==> src/rtl/frame_stats_reader_if.sv <==
// frame_stats_reader_if: burst bus between the statistics reader (master) and the frame buffer (slave).
interface frame_stats_reader_if;
    logic        requestBus;
    logic        busGrant;
    logic        beginTransactionOut;
    logic [31:0] addressDataOut;
    logic        endTransactionOut;
    logic [3:0]  byteEnablesOut;
    logic        readNotWriteOut;
    logic [7:0]  burstSizeOut;
    logic [31:0] addressDataIn;
    logic        dataValidIn;
    logic        endTransactionIn;
    logic        busErrorIn;
    logic        busyIn;
    modport master (
        output requestBus, beginTransactionOut, addressDataOut, endTransactionOut,
               byteEnablesOut, readNotWriteOut, burstSizeOut,
        input  busGrant, addressDataIn, dataValidIn, endTransactionIn, busErrorIn, busyIn
    );
    modport slave (
        input  requestBus, beginTransactionOut, addressDataOut, endTransactionOut,
               byteEnablesOut, readNotWriteOut, burstSizeOut,
        output busGrant, addressDataIn, dataValidIn, endTransactionIn, busErrorIn, busyIn
    );
endinterface

==> src/rtl/frame_stats_reader.sv <==
// frame_stats_reader: bursts a grayscale frame off the bus and accumulates sum, above-threshold count, min and max.
module frame_stats_reader #(
    parameter logic [7:0] customInstructionId = 8'd0
) (
    input  logic        clock,
    input  logic        reset,
    input  logic        ciStart,
    input  logic        ciCke,
    input  logic [7:0]  ciN,
    input  logic [31:0] ciValueA,
    input  logic [31:0] ciValueB,
    output logic [31:0] ciResult,
    output logic        ciDone,
    frame_stats_reader_if.master bus
);
    typedef enum logic [2:0] {IDLE, REQUEST, INIT, READ, ABORT} state_t;
    state_t state, nextState;
    logic [31:0] baseAddress, jobAddress, pixelSum, aboveCount;
    logic [16:0] wordCount, remaining;
    logic [7:0]  threshold, minPixel, maxPixel, wordMin, wordMax;
    logic [4:0]  burstLength, nextBurst;
    logic [9:0]  wordSum;
    logic [2:0]  wordAbove, command;
    logic        busy, done, error, myCi, startCmd, take, burstEnd, unusedBits;

    assign unusedBits = ^{ciValueA[31:3], bus.busyIn};
    assign command = ciValueA[2:0];
    assign myCi = ciN == customInstructionId && ciStart && ciCke;
    assign ciDone = myCi;
    assign startCmd = myCi && command == 3'd3 && !busy;
    assign take = state == READ && bus.dataValidIn;
    assign burstEnd = state == READ && bus.endTransactionIn && !bus.busErrorIn;
    assign nextBurst = remaining > 17'd16 ? 5'd16 : remaining[4:0];
    assign bus.requestBus = state == REQUEST;
    assign ciResult = !myCi ? 32'd0 :
                      command == 3'd4 ? {29'd0, error, done, busy} :
                      command == 3'd5 ? pixelSum :
                      command == 3'd6 ? aboveCount :
                      command == 3'd7 ? {16'd0, minPixel, maxPixel} : 32'd0;

    always_comb begin
        wordSum = 10'd0;
        wordAbove = 3'd0;
        wordMin = minPixel;
        wordMax = maxPixel;
        for (int i = 0; i < 4; i++) begin
            wordSum = wordSum + 10'(bus.addressDataIn[8*i +: 8]);
            wordAbove = wordAbove + 3'(bus.addressDataIn[8*i +: 8] > threshold);
            wordMin = bus.addressDataIn[8*i +: 8] < wordMin ? bus.addressDataIn[8*i +: 8] : wordMin;
            wordMax = bus.addressDataIn[8*i +: 8] > wordMax ? bus.addressDataIn[8*i +: 8] : wordMax;
        end
    end

    always_comb begin
        nextState = state;
        case (state)
            IDLE:    nextState = startCmd && wordCount != 17'd0 ? REQUEST : IDLE;
            REQUEST: nextState = bus.busErrorIn ? ABORT : bus.busGrant ? INIT : REQUEST;
            INIT:    nextState = bus.busErrorIn ? ABORT : READ;
            READ:    nextState = bus.busErrorIn ? ABORT :
                                 !bus.endTransactionIn ? READ :
                                 remaining != 17'd0 ? REQUEST : IDLE;
            default: nextState = IDLE;
        endcase
    end

    always_ff @(posedge clock or posedge reset)
        if (reset) state <= IDLE;
        else       state <= nextState;

    always_ff @(posedge clock or posedge reset) begin
        if (reset) begin
            bus.beginTransactionOut <= 1'b0;
            bus.addressDataOut <= 32'd0;
            bus.byteEnablesOut <= 4'd0;
            bus.readNotWriteOut <= 1'b0;
            bus.burstSizeOut <= 8'd0;
            bus.endTransactionOut <= 1'b0;
            baseAddress <= 32'd0;
            jobAddress <= 32'd0;
            wordCount <= 17'd0;
            remaining <= 17'd0;
            threshold <= 8'd0;
            burstLength <= 5'd0;
            pixelSum <= 32'd0;
            aboveCount <= 32'd0;
            minPixel <= 8'hFF;
            maxPixel <= 8'h00;
            busy <= 1'b0;
            done <= 1'b0;
            error <= 1'b0;
        end else begin
            bus.beginTransactionOut <= state == INIT;
            bus.addressDataOut <= state == INIT ? jobAddress : 32'd0;
            bus.byteEnablesOut <= state == INIT ? 4'hF : 4'h0;
            bus.readNotWriteOut <= state == INIT;
            bus.burstSizeOut <= state == INIT ? 8'(nextBurst) - 8'd1 : 8'd0;
            bus.endTransactionOut <= state == ABORT;
            if (myCi && command == 3'd0) baseAddress <= {ciValueB[31:2], 2'b00};
            if (myCi && command == 3'd1) wordCount <= ciValueB[16:0];
            if (myCi && command == 3'd2) threshold <= ciValueB[7:0];
            if (startCmd) begin
                jobAddress <= baseAddress;
                remaining <= wordCount;
                pixelSum <= 32'd0;
                aboveCount <= 32'd0;
                minPixel <= 8'hFF;
                maxPixel <= 8'h00;
                error <= 1'b0;
                done <= wordCount == 17'd0;
                busy <= wordCount != 17'd0;
            end
            if (state == INIT) begin
                remaining <= remaining - 17'(nextBurst);
                burstLength <= nextBurst;
            end
            if (take) begin
                pixelSum <= pixelSum + 32'(wordSum);
                aboveCount <= aboveCount + 32'(wordAbove);
                minPixel <= wordMin;
                maxPixel <= wordMax;
            end
            // a finished burst either advances the address for the next one or completes the job
            if (burstEnd && remaining != 17'd0) jobAddress <= jobAddress + 32'({burstLength, 2'b00});
            if (burstEnd && remaining == 17'd0) begin
                done <= 1'b1;
                busy <= 1'b0;
            end
            if (state == ABORT) begin
                error <= 1'b1;
                done <= 1'b1;
                busy <= 1'b0;
            end
        end
    end
endmodule

==> src/flat_wrapper.sv <==
// flat-port wrapper written by rule: the top's interface ports become plain ports
module frame_stats_reader_flat 
#(
    parameter logic [7:0] customInstructionId = 8'd0
)
  (clock, reset, ciStart, ciCke, ciN, ciValueA, ciValueB, ciResult, ciDone, bus_requestBus, bus_beginTransactionOut, bus_addressDataOut, bus_endTransactionOut, bus_byteEnablesOut, bus_readNotWriteOut, bus_burstSizeOut, bus_busGrant, bus_addressDataIn, bus_dataValidIn, bus_endTransactionIn, bus_busErrorIn, bus_busyIn);
  frame_stats_reader_if bus_i ();
  input  logic clock;
  input  logic reset;
  input  logic ciStart;
  input  logic ciCke;
  input  logic [7:0] ciN;
  input  logic [31:0] ciValueA;
  input  logic [31:0] ciValueB;
  output logic [31:0] ciResult;
  output logic ciDone;
  output wire logic [$bits(bus_i.requestBus)-1:0] bus_requestBus;
  output wire logic [$bits(bus_i.beginTransactionOut)-1:0] bus_beginTransactionOut;
  output wire logic [$bits(bus_i.addressDataOut)-1:0] bus_addressDataOut;
  output wire logic [$bits(bus_i.endTransactionOut)-1:0] bus_endTransactionOut;
  output wire logic [$bits(bus_i.byteEnablesOut)-1:0] bus_byteEnablesOut;
  output wire logic [$bits(bus_i.readNotWriteOut)-1:0] bus_readNotWriteOut;
  output wire logic [$bits(bus_i.burstSizeOut)-1:0] bus_burstSizeOut;
  input wire logic [$bits(bus_i.busGrant)-1:0] bus_busGrant;
  input wire logic [$bits(bus_i.addressDataIn)-1:0] bus_addressDataIn;
  input wire logic [$bits(bus_i.dataValidIn)-1:0] bus_dataValidIn;
  input wire logic [$bits(bus_i.endTransactionIn)-1:0] bus_endTransactionIn;
  input wire logic [$bits(bus_i.busErrorIn)-1:0] bus_busErrorIn;
  input wire logic [$bits(bus_i.busyIn)-1:0] bus_busyIn;
  assign bus_requestBus = bus_i.requestBus;
  assign bus_beginTransactionOut = bus_i.beginTransactionOut;
  assign bus_addressDataOut = bus_i.addressDataOut;
  assign bus_endTransactionOut = bus_i.endTransactionOut;
  assign bus_byteEnablesOut = bus_i.byteEnablesOut;
  assign bus_readNotWriteOut = bus_i.readNotWriteOut;
  assign bus_burstSizeOut = bus_i.burstSizeOut;
  assign bus_i.busGrant = bus_busGrant;
  assign bus_i.addressDataIn = bus_addressDataIn;
  assign bus_i.dataValidIn = bus_dataValidIn;
  assign bus_i.endTransactionIn = bus_endTransactionIn;
  assign bus_i.busErrorIn = bus_busErrorIn;
  assign bus_i.busyIn = bus_busyIn;
  frame_stats_reader #(.customInstructionId(customInstructionId)) u_core (.clock(clock), .reset(reset), .ciStart(ciStart), .ciCke(ciCke), .ciN(ciN), .ciValueA(ciValueA), .ciValueB(ciValueB), .ciResult(ciResult), .ciDone(ciDone), .bus(bus_i));
endmodule
==> config.mk <==
export PLATFORM = sky130hd
export DESIGN_NAME = frame_stats_reader_flat
export DESIGN_NICKNAME = d
export VERILOG_FILES = /design/src/rtl/frame_stats_reader_if.sv /design/src/rtl/frame_stats_reader.sv /design/src/flat_wrapper.sv
export SDC_FILE = /design/constraint.sdc
export NUM_CORES = 1
export LEC_CHECK = 0
export ABC_AREA = 1
export BUFFER_PORTS_ARGS = -buffer_cell sky130_fd_sc_hd__buf_2
export CAP_MARGIN = 25
export CORE_MARGIN = 2
export CORE_UTILIZATION = 50
export DETAILED_ROUTE_END_ITERATION = 7
export GPL_TIMING_DRIVEN = 0
export PLACE_DENSITY = 0.75
export RECOVER_POWER = 50
export SYNTH_ARGS = -nofsm -noshare
export SYNTH_HDL_FRONTEND = slang
export SYNTH_SLANG_ARGS = --single-unit
==> constraint.sdc <==
create_clock -name clock -period 8.5 [get_ports clock]
set_clock_uncertainty 0.2 [all_clocks]
set_input_delay 1.7 -clock clock [delete_from_list [all_inputs] [get_ports clock]]
set_output_delay 1.7 -clock clock [all_outputs]
set_load 0.01 [all_outputs]
# Word level (Yosys, flattened, before mapping)
# Index checks and enable logic that the tools add are counted.
# word_totals
regBits	241
input_bits	113
wordCells	125
# classes
add_sub_neg	11
order_cmp	13
eq_ne	11
mux	44
n_reduce_logical	27
# ops
cell	count
32-bit two-way mux	10
8-bit two-way mux	13
8-bit > comparator	8
17-bit logical NOT	2
17-bit two-way mux	2
17-bit nonzero test	2
32-bit by 10-bit adder with 32-bit output	1
32-bit by 3-bit adder with 32-bit output	1
32-bit by 7-bit adder with 32-bit output	1
8-bit less-than comparator	4
10-bit by 8-bit adder with 10-bit output	2
17-bit by 5-bit > comparator with 1-bit output, second input constant	1
17-bit by 5-bit subtractor with 17-bit output	1
16-bit two-way mux	1
3-bit == test, second input constant	5
1-bit logical AND	13
3-bit by 2-bit == test with 1-bit output, second input constant	4
3-bit two-way mux	4
3-bit case mux with 4 select lines	1
1-bit two-way mux	10
8-bit by 8-bit adder with 9-bit output	1
8-bit logical NOT	1
2-bit nonzero test	4
3-bit by 1-bit adder with 3-bit output	2
9 further kinds	12

# Depth between registers and ports, before layout
# logic_depth
depth_word	9
ltp_mapped	42
mapped_depth_nobuf	40

# Worst setup path before layout
# No wires, ideal clock.
# synth_timing
path_kind	input-to-reg
from	in bus_addressDataIn[7]
to	reg u_core.minPixel[0]
setup_time_ns	0.067
arrival_ns	6.643
slack_ns	1.589
stages	32
n_path_buf	4
path_cell_list	ha_1 nand2_1 o21a_1 nand2_2 clkbuf_1 nand2_1 o21ai_0 ha_1 a21oi_1 nor2_1 a211oi_1 nand2_2 clkbuf_1 nand2_1 o21ai_0 ha_1 a21oi_1 nor2_1 a211oi_1 nand2_1 clkbuf_1 nand2_1 o21ai_0 ha_1 a21oi_1 nor2_1 a211oi_1 clkbuf_1 nand3_1 nand2_1 nor2_1 nor2_1
# synth_via
elab_chain_len	9
# synth_rtl
element	line	source
start: declaration	flat_wrapper.sv:25	input wire logic [$bits(bus_i.addressDataIn)-1:0] bus_addressDataIn;
8-bit less-than comparator	frame_stats_reader.sv:49	wordMin = bus.addressDataIn[8*i +: 8] < wordMin ? bus.addressDataIn[8*i +: 8] : wordMin;
8-bit two-way mux *	frame_stats_reader.sv:49	
8-bit less-than comparator	frame_stats_reader.sv:49	
8-bit two-way mux *	frame_stats_reader.sv:49	
8-bit less-than comparator	frame_stats_reader.sv:49	
8-bit two-way mux *	frame_stats_reader.sv:49	
8-bit less-than comparator	frame_stats_reader.sv:49	
8-bit two-way mux *	frame_stats_reader.sv:49	
8-bit two-way mux *	frame_stats_reader.sv:117	if (take) begin
end signal: assignment	frame_stats_reader.sv:120	minPixel <= wordMin;
end: declaration	frame_stats_reader.sv:20	logic [7:0] threshold, minPixel, maxPixel, wordMin, wordMax;
# Every way passes the cells marked *; elsewhere a longest branch is shown, timed or not.
# A chain may end at the register's enable or synchronous reset.

# Final worst setup path
# layout_timing
from	in bus_addressDataIn[1]
to	reg u_core.maxPixel[1]
# layout_via
elab_chain_len	9
# layout_rtl
element	line	source
8-bit > comparator	frame_stats_reader.sv:50	wordMax = bus.addressDataIn[8*i +: 8] > wordMax ? bus.addressDataIn[8*i +: 8] : wordMax;
8-bit two-way mux *	frame_stats_reader.sv:50	
8-bit > comparator	frame_stats_reader.sv:50	
8-bit two-way mux *	frame_stats_reader.sv:50	
8-bit > comparator	frame_stats_reader.sv:50	
8-bit two-way mux *	frame_stats_reader.sv:50	
8-bit > comparator	frame_stats_reader.sv:50	
8-bit two-way mux *	frame_stats_reader.sv:50	
8-bit two-way mux *	frame_stats_reader.sv:117	
end signal: assignment	frame_stats_reader.sv:121	maxPixel <= wordMax;
end: declaration	frame_stats_reader.sv:20	
# Marks and branches as above.

==> results.toml <==
[setup_path]
crit_fanout = 10
critical_path.max_stage_delay_ps = 380
slowest_stage = "ha_1"
endpoint_kind = "flop"
critPathKind = "primary input to flop"
worstPathRequired_ps = 8670
r2r_setup_slack_ps = 1620
crit_path_start_kind = "primary input"
r2r_start = "u_core.minPixel[7]"
arrival_ps = 7840
r2r_end = "u_core.minPixel[0]"
critPathMostFrequentCell = "nand2_1"
rr_worst_depth = 32

[run_status]
violations = "max-capacitance violations, max-slew violations"
status = "finished, violations left"

[cts]
htree_num_levels = 1
path_clk_slew_ps = 60
cts_setup_buffers = 0
cts_buffers = 25
ctsResizeCount = 0
cts_hold_buffers = 0
clkSinkCount = 231
clock_latency_ps = 540
cts_tree = "done"
cts-root-buf = "clkbuf_16"
cts_max_path_buffers = 3

[detailed_routing]
antenna_left = 0
vias = 14500
drcViolationCount = 0
drt_wl_total_um = 44500
drt_iter0_markers = 1325
wl_per_cell_um = 17.2
viasPerCell = 5.60
firstDrtPassIters = 6

[global_route]
grt.total_usage_pct = 27.8
grt_pass1_wl_um = 70500
grt_pass1_vias = 13800
gr-total-overflow = 0
grt_max_degree = 103
antenna_found_initial = 2

[hold_path]
hold_class = "flop to flop"
worst_hold_path.endpoint = "u_core.pixelSum[31]"
min-delay-start = "u_core.pixelSum[31]"
hold_depth = 1

[floorplanning]
core_area_um2 = 30400
die-area_um2 = 32200
ios = 194
dieWidth_um = 179
initial_core_util_pct = 50.5
die_y_um = 179
rows = 64

[placed_design]
pre_cts_ws_ps = 476
dp_hpwl_um = 34000
port_buffers = 161
gp_congestion = 0.954
post_dp_cell_area_um2 = 16700
dp.cells = 2548

[pwr]
peakVddDrop_mv = 0.110
total_power_mw = 3.27
power_density_nw_per_um2 = 186
cellLeakagePower_nw = 8.91

[timing]
tns_ps = 0
finalSetupViolCount = 0
fin_crit_sh_pct = 90.1
slew-limit-headroom_pct = -190
slew_violations = 236
finalHoldViolCount = 0
hold_slack_ps = 273
min_period_ps = 7660
rsz0062_at_grt = "no"
fmax_mhz = 131
tightestPinTransition_ps = 4350
fin_ws_ps = 837

[synth]
yosysUniqueCellTypes = 63
yosysMostFrequentCell = "nand2_1"
synthCells = 1988
synth_area_um2 = 15400
synth_edf_count = 0
yosys.area.top_type_share_pct = 36.3
synth-seq-cells = 231
synth_top_area_cell = "dfrtp_1"
syn_avg_cell_area_um2 = 7.73
synth-warning-count = 0
synth_ff_type = "dfrtp_1"
ys_seq_area_share_pct = 37.7
synthArstFlopShare_pct = 100
synthTopCellsByArea = "dfrtp_1 36%, ha_1 10%, nand2_1 9.6%"
synthTopCellsByCount = "392 x nand2_1, 247 x inv_1, 223 x dfrtp_1"

[final_layout]
area_delta_synth_final_pct = 14.4
fin_util_pct = 57.8
drive_gt1_share_pct = 14.0
final_cells = 2595
postLayoutCellArea_um2 = 17600
nets = 2434

[run]
maxCapViolations = 3
[per-layer routing]
layer  track usage [%]  vias to the layer above  wire length, um
li1                  -                     7010                -
met1              38.5                     6858            19300
met2              44.9                      560            20400
met3              3.27                      102             3250
met4              10.1                        0             1530
met5                 0                        -                0
[final cells by class]
| cell class | instances | area (um^2) |
|---|---|---|
| fill | 2831 | 12800 |
| inverter | 276 | 1040 |
| clock buffer | 30 | 664 |
| antenna | 2 | 5.00 |
| clock inverter | 15 | 223 |
| tap | 396 | 495 |
| multi-input combinational | 1414 | 8240 |
| sequential | 231 | 5790 |
| timing repair buffer | 163 | 820 |
| buffer | 68 | 303 |
[flip-flops by register name, summed over array words and instances, names as in the netlist, 6 cells and up]
name,flops
u_core.baseAddress,30
u_core.bus.burstSizeOut,6
u_core.remaining,17
u_core.wordCount,17
u_core.bus.addressDataOut,30
u_core.jobAddress,30
u_core.threshold,8
u_core.pixelSum,32
u_core.aboveCount,32
u_core.maxPixel,8
u_core.minPixel,8
[cells by family after synthesis]
kind of cell,after synthesis,synth area share [%]
mux,20,1.43
flops,231,37.7
fa+ha+maj,142,12.2
buf+inv,344,8.71
simple gates,763,21.6
xor+xnor,37,2.11
other cells,2,0.0489
compound gates,449,16.2
[worst max-delay path by stage]
stage	from	end	slack (ps)	cells past startpoint
6_report	bus_addressDataIn[1]	u_core.maxPixel[1]	840	37
3_3_place_gp	reset	u_core.bus.byteEnablesOut[2]	-2280	2
2_1_floorplan	reset	u_core.aboveCount[0]	280	1
3_5_place_dp	bus_addressDataIn[7]	u_core.minPixel[0]	480	33
4_1_cts	bus_addressDataIn[3]	u_core.minPixel[1]	970	36
5_1_grt	bus_addressDataIn[3]	u_core.minPixel[0]	10	36
[worst max-delay path: cells and delay by family]
family                   cells  cell delay, ps
adder cells (fa/ha/maj)      4            1260
AO/OA/AOI/OAI               17            2260
AND/OR/NAND/NOR             11            1210
buffers and inverters        5            1420
[power by group]
group	total, mW	internal, mW	leakage, nW	switching, mW
clock	1.18	0.714	0.438	0.467
sequential	1.18	1.14	2.98	0.0383
combinational	0.909	0.321	5.49	0.589
[placed cells by master, fill, tap and decap left out, types with 5 or more instances in the layout]
cell,n
inv_1,247
buf_2,164
fa_1,14
a22oi_1,17
nor4_1,16
o21bai_1,5
nor2_1,167
nor2_2,13
clkbuf_16,25
dfrtp_1,223
bufinv_16,5
mux2_2,16
o21ai_0,171
o211ai_1,15
xnor2_1,9
nand2_2,10
a31oi_1,5
nand3_1,93
inv_2,24
clkbuf_1,57
o21ai_1,53
a211oi_1,8
nand4_1,19
nor3_1,28
xor2_1,28
a21oi_1,131
dfstp_2,8
ha_1,128
nand2_1,392
o22ai_1,13
buf_4,9
Power figures use the tool's default switching activity.
